### src/rtl/icache_ctrl.sv
// Direct-mapped instruction cache between the IF stage and the instruction ROM.
// Lines hold 4 words. Hits return data in the same cycle. Misses refill the
// line beat by beat from ROM, then answer with one RESP cycle. A jump-stop
// during a refill suppresses that RESP cycle.
module icache_ctrl #(
    parameter int unsigned INDEX_W = 4,
    parameter int unsigned WORD_W  = 32
) (
    input  logic              clk,
    input  logic              rst_n,
    input  logic              if_req_i,
    input  logic [31:0]       if_addr_i,
    input  logic              fc_jump_stop_Icache_i,
    output logic              Icache_ready_o,
    output logic              hit_o,
    output logic [WORD_W-1:0] Icache_inst_o,
    output logic              rom_req_o,
    output logic [31:0]       rom_addr_o,
    input  logic [WORD_W-1:0] rom_data_i,
    input  logic              rom_ready_i
);

    localparam int unsigned LINES = 1 << INDEX_W;
    localparam int unsigned TAG_W = 32 - 4 - INDEX_W;

    typedef enum logic [1:0] {
        ST_IDLE   = 2'd0,
        ST_REFILL = 2'd1,
        ST_RESP   = 2'd2
    } state_t;

    state_t              r_state;
    state_t              w_next;

    logic [LINES-1:0]    r_valid;
    logic [TAG_W-1:0]    r_tag  [LINES];
    logic [WORD_W-1:0]   r_data [LINES][4];

    logic [31:2]         r_miss_addr;
    logic [1:0]          r_cnt;
    logic                r_abort;

    logic [INDEX_W-1:0]  w_idx;
    logic [TAG_W-1:0]    w_tag;
    logic [1:0]          w_off;
    logic [INDEX_W-1:0]  w_miss_idx;
    logic [TAG_W-1:0]    w_miss_tag;
    logic [1:0]          w_miss_off;
    logic                w_hit;
    logic                w_beat;
    logic                w_last;
    logic                w_unused_addr;

    assign w_idx         = if_addr_i[3+INDEX_W:4];
    assign w_tag         = if_addr_i[31:4+INDEX_W];
    assign w_off         = if_addr_i[3:2];
    assign w_miss_idx    = r_miss_addr[3+INDEX_W:4];
    assign w_miss_tag    = r_miss_addr[31:4+INDEX_W];
    assign w_miss_off    = r_miss_addr[3:2];
    assign w_unused_addr = ^if_addr_i[1:0];

    // Lookup is only meaningful while idle; refill and response cycles never hit.
    assign w_hit  = (r_state == ST_IDLE) && r_valid[w_idx] && (r_tag[w_idx] == w_tag);
    assign w_beat = (r_state == ST_REFILL) && rom_ready_i;
    assign w_last = w_beat && (r_cnt == 2'd3);

    // State register.
    always_ff @(posedge clk or negedge rst_n) begin
        if (!rst_n) begin
            r_state <= ST_IDLE;
        end else begin
            r_state <= w_next;
        end
    end

    // Miss bookkeeping: miss address, beat counter, sticky abort and valid bits.
    always_ff @(posedge clk or negedge rst_n) begin
        if (!rst_n) begin
            r_valid     <= '0;
            r_miss_addr <= '0;
            r_cnt       <= 2'd0;
            r_abort     <= 1'b0;
        end else if (r_state == ST_IDLE) begin
            if (w_next == ST_REFILL) begin
                r_miss_addr    <= if_addr_i[31:2];
                r_cnt          <= 2'd0;
                r_abort        <= 1'b0;
                r_valid[w_idx] <= 1'b0;
            end
        end else if (r_state == ST_REFILL) begin
            if (w_beat) begin
                r_cnt <= r_cnt + 2'd1;
            end
            if (w_last) begin
                r_valid[w_miss_idx] <= 1'b1;
                r_abort             <= 1'b0;
            end else if (fc_jump_stop_Icache_i) begin
                r_abort <= 1'b1;
            end
        end
    end

    // Line storage: one ROM word per beat; the tag lands with the final beat.
    always_ff @(posedge clk) begin
        if (w_beat) begin
            r_data[w_miss_idx][r_cnt] <= rom_data_i;
        end
        if (w_last) begin
            r_tag[w_miss_idx] <= w_miss_tag;
        end
    end

    // Next-state and output decode.
    always_comb begin
        w_next         = r_state;
        Icache_ready_o = 1'b0;
        hit_o          = 1'b0;
        Icache_inst_o  = '0;
        rom_req_o      = 1'b0;
        rom_addr_o     = '0;
        case (r_state)
            ST_IDLE: begin
                hit_o = w_hit;
                if (if_req_i && w_hit) begin
                    Icache_ready_o = 1'b1;
                    Icache_inst_o  = r_data[w_idx][w_off];
                end else if (if_req_i && !fc_jump_stop_Icache_i) begin
                    w_next = ST_REFILL;
                end
            end
            ST_REFILL: begin
                rom_req_o  = 1'b1;
                rom_addr_o = {r_miss_addr[31:4], r_cnt, 2'b00};
                if (w_last) begin
                    w_next = (r_abort || fc_jump_stop_Icache_i) ? ST_IDLE : ST_RESP;
                end
            end
            ST_RESP: begin
                Icache_ready_o = !fc_jump_stop_Icache_i;
                Icache_inst_o  = r_data[w_miss_idx][w_miss_off];
                w_next         = ST_IDLE;
            end
            default: begin
                w_next = ST_IDLE;
            end
        endcase
    end

endmodule

### config.mk
export PLATFORM = sky130hd
export DESIGN_NAME = icache_ctrl
export DESIGN_NICKNAME = d
export VERILOG_FILES = /design/src/rtl/icache_ctrl.sv
export SDC_FILE = /design/constraint.sdc
export NUM_CORES = 2
export LEC_CHECK = 0
export ABC_CLOCK_PERIOD_IN_PS = 7900
export CAP_MARGIN = 20
export CORE_UTILIZATION = 35
export CTS_CLUSTER_SIZE = 8
export DETAILED_ROUTE_END_ITERATION = 8
export PLACE_DENSITY = 0.52
export REMOVE_ABC_BUFFERS = 1
export SETUP_SLACK_MARGIN = 0.2
export SYNTH_ARGS = -nofsm -noshare
export SYNTH_HDL_FRONTEND = slang
export SYNTH_SLANG_ARGS = --single-unit
### constraint.sdc
create_clock -name clk -period 7.9 [get_ports clk]
set_input_delay 1.58 -clock clk [delete_from_list [all_inputs] [get_ports clk]]
set_output_delay 1.58 -clock clk [all_outputs]
set_load 0.01 [all_outputs]
==> impl_metrics.csv <==
group,metric,value,unit
critical_path,critPathLaunch,"if_addr_i[4]",
critical_path,required,6.32,ns
global_route,grt_max_degree,98,
critical_path,crit_path_end_kind,"output port",
critical_path,worstSetupEndpoint,"Icache_inst_o[5]",
synthesis,synth_mux_area_share,29.58,%
synthesis,ys_seq_elements,2483,
die,die_h,566.9,µm
synthesis,yosysUniqueCellTypes,59,
critical_path,ff2ff_setup_slack,3.37,ns
power_and_ir_drop,totalPowerFinal,39.09,mW
layout,multi_input_area,36230,µm²
placed_design,gp_congestion,0.7918,
critical_path,path_class,"in2out",
timing,fin_crit,7.656,ns
synthesis,synth_edf_count,2432,
power_and_ir_drop,power.leakage,39.65,nW
clock_network,path_clk_slew,0.05,ns
synthesis,synthSimpleGateAreaFrac,1.376,%
placed_design,port-buffer-count,131,
critical_path,startpoint_type,"input pin",
clock_network,numCtsBuffers,353,
global_route,antenna_found_initial,31,
die,fp.coreArea,317800,µm²
critical_path,worstPathArrival,6.08,ns
placed_design,place_ws,0.2645,ns
routing,finalWirelength,359.7,mm
run_status,status,"complete, no violations",
critical_path,regToRegEndpoint,"r_data[14][98]$_DFFE_PP_",
die,num_rows,207,
synthesis,synth_top_family_by_area,"multiplexers",
global_route,first_global_vias,60964,
job,drv_cap,0,
synthesis,synth_area_leaders,"edfxtp_1, mux4_2, dfrtp_1, mux2i_1, clkbuf_1",
routing,drcViolationCount,0,
critical_path,cp_slowest_cell,"o41ai_1",
clock_network,cts-htree-levels,5,
critical_path,crit_top_cell,"buf_12",
timing,final.period_utilization,96.91,%
power_and_ir_drop,max-vdd-ir-drop,0.2228,mV
clock_network,clk_path_buf_depth,4,
synthesis,synth_xor_area_share,0.2195,%
layout,nets,5296,
synthesis,yosys.area_share.adder,0.04481,%
layout,areaGrowthSynthToFinish,15.53,%
timing,slew_headroom,17.83,%
clock_network,clk_latency,0.90,ns
global_route,gr-usage-all-layers,22.22,%
timing,fin_skew,0.06404,ns
clock_network,post-cts-setup-buffers,0,
layout,fillCellCount,27552,
die,dieArea,321400,µm²
timing,worst_pin_slew,1.233,ns
synthesis,synth_async_sr_flop_share,2.054,%
critical_path,cp_max_fo,25,
die,fp.dieW,566.9,µm
synthesis,synth_top_area_share,65.38,%
synthesis,postSynthAreaPerCell,22.81,µm²
clock_network,cts-root-buf,"clkbuf_16",
timing,setup_violations,0,
placed_design,hpwl,200.7,mm
critical_path,path_cells,"buf_8, buf_12, nor2b_1, a22o_1, a221oi_2, xnor2_1, o41ai_1, nand4_1, nor4_4, buf_12, buf_12, nand3_1, nand2_1, buf_12, clkdlybuf4s50_1",
hold_path,hp-class,"reg2reg",
global_route,overflow,0,
critical_path,r2r_cells,5,
synthesis,yosysTopAreaCell,"edfxtp_1",
layout,layout-drive-gt1-share,40.13,%
routing,viasPerCell,6.110,
synthesis,synth-seq-area-share,66.52,%
synthesis,synth_compound_area_share,0.7673,%
clock_network,ctsHoldBuffers,0,
timing,setup_tns,0,ns
synthesis,synth_warnings,0,
critical_path,critPathMaxStageDelay,0.57,ns
clock_network,cts_tree,"done",
clock_network,clock-sinks,2483,
routing,drt-initial-drc-count,7578,
timing,slew_violations,0,
timing,setup_slack,0.2439,ns
power_and_ir_drop,powerDensity,302.9,nW/µm²
synthesis,netlist_area,111700,µm²
clock_network,cts_resized,0,
critical_path,r2r-start,"r_miss_addr[6]$_DFFE_PN0P_",
timing,rsz0062_at_grt,"false",
global_route,grt_pass1_wl,494.3,mm
die,initial_core_util,35.15,%
routing,wire_per_inst,37.85,µm
synthesis,postSynthCellCount,4898,
timing,fmax,0.1306,GHz
timing,finalHoldViolCount,0,
layout,seq_area,74330,µm²
routing,first_pass_iters,7,
die,io_pins,136,
routing,vias,58061,
routing,ant_nets,0,
synthesis,synth_top_flop_cell,"edfxtp_1",
-- cells by family (layout without fill, tap and decap cells) --
family,count (synthesis),in the layout
buf+inv,391,812
mux,1537,1537
compound gates,118,118
other cells,1,4
fa+ha+maj,4,4
flops,2483,2483
xor+xnor,28,28
simple gates,336,336
-- metal layers --
layer  routed length, µm  vias to the layer above  track usage [%]
met3               31410                      582            5.119
met2              170800                     2881            35.34
li1                    -                    22355                -
met1              145700                    32233            30.40
met4               11750                       10            6.847
met5                  69                        -                0
-- area by class of cell --
type / count / area share [%]
Inverter: 16 / 0.04654
Sequential cell: 2483 / 57.60
Antenna cell: 2 / 0.003878
Timing Repair Buffer: 344 / 2.835
Tap cell: 4180 / 4.053
Clock buffer: 433 / 7.184
Clock inverter: 19 / 0.2046
Multi-Input combinational cell: 2025 / 28.08
-- registers in the layout, summed over array words and instances, names as in the netlist --
| name | count |
|---|---|
| r_data | 2048 |
| r_abort | 1 |
| r_state | 2 |
| r_tag | 384 |
| r_cnt | 2 |
| r_miss_addr | 30 |
| r_valid | 16 |
-- metrics by stage --
step	hold slack (ns)	instances	instance area [µm²]	util (%)
2_1_floorplan	0.4315	4524	110100	-
3_3_place_gp	0.4488	9030	119100	37.48
3_5_place_dp	0.4654	9034	119200	37.51
4_1_cts	0.4901	9486	128700	40.51
5_1_grt	0.5085	9501	129000	40.61
6_report	0.4923	9502	129100	40.61
-- synthesized netlist by cell type (all sizes together) (11+ instances only) --
master and n:
edfxtp 2432, mux4 1406, clkbuf 205, buf 170, nand2 116, nor2 94
mux2i 87, dfrtp 51, mux2 44, nand3 42, and2 35, xnor2 23
a31oi 16, inv 16, nor2b 15, nand2b 13, o21ai 12, a21oi 11
a221oi 11, a22oi 11, o22ai 11
-- worst min-delay path by stage --
stage	cells after the start	startpoint	slack, ns	endpoint
floorplan	1	r_abort$_DFFE_PN0P_	0.43	r_state[1]$_DFF_PN0_
global placement	1	r_abort$_DFFE_PN0P_	0.45	r_state[1]$_DFF_PN0_
detailed placement	1	r_abort$_DFFE_PN0P_	0.47	r_state[1]$_DFF_PN0_
CTS	1	r_abort$_DFFE_PN0P_	0.49	r_state[1]$_DFF_PN0_
global route	1	r_abort$_DFFE_PN0P_	0.51	r_state[1]$_DFF_PN0_
finish	1	r_abort$_DFFE_PN0P_	0.49	r_state[1]$_DFF_PN0_
-- report_power, final --
group	switching, mW	internal [mW]
logic	4.66	4.78
registers	0.829	15.2
clock network	5.50	8.11
-- worst max-delay path: cells and delay by family --
family | cells | cell delay, ns
buffers and inverters | 6 | 1.57
AO/OA/AOI/OAI | 3 | 0.90
AND/OR/NAND/NOR | 5 | 1.63
XOR/XNOR | 1 | 0.18
-- placed cells by master, fill, tap and decap left out, types with 10 or more instances in the layout --
cell                n
clkdlybuf4s50_1    89
clkbuf_16         359
nand3_1            42
o22ai_1            11
buf_4             148
and2_1             34
nand2b_1           13
a221oi_1           10
mux2_1             29
a22oi_1            11
xnor2_1            23
buf_2              33
buf_12             66
inv_1              16
nor2_4             65
dfrtp_1            45
nor2b_1            13
mux2i_1            87
a21oi_1            11
o21ai_0            10
nand2_1           115
mux2_2             14
a31oi_1            16
mux4_2           1406
nor2_1             28
edfxtp_1         2432
clkbuf_1           73
Note: power is estimated with default switching activity, not from simulation.
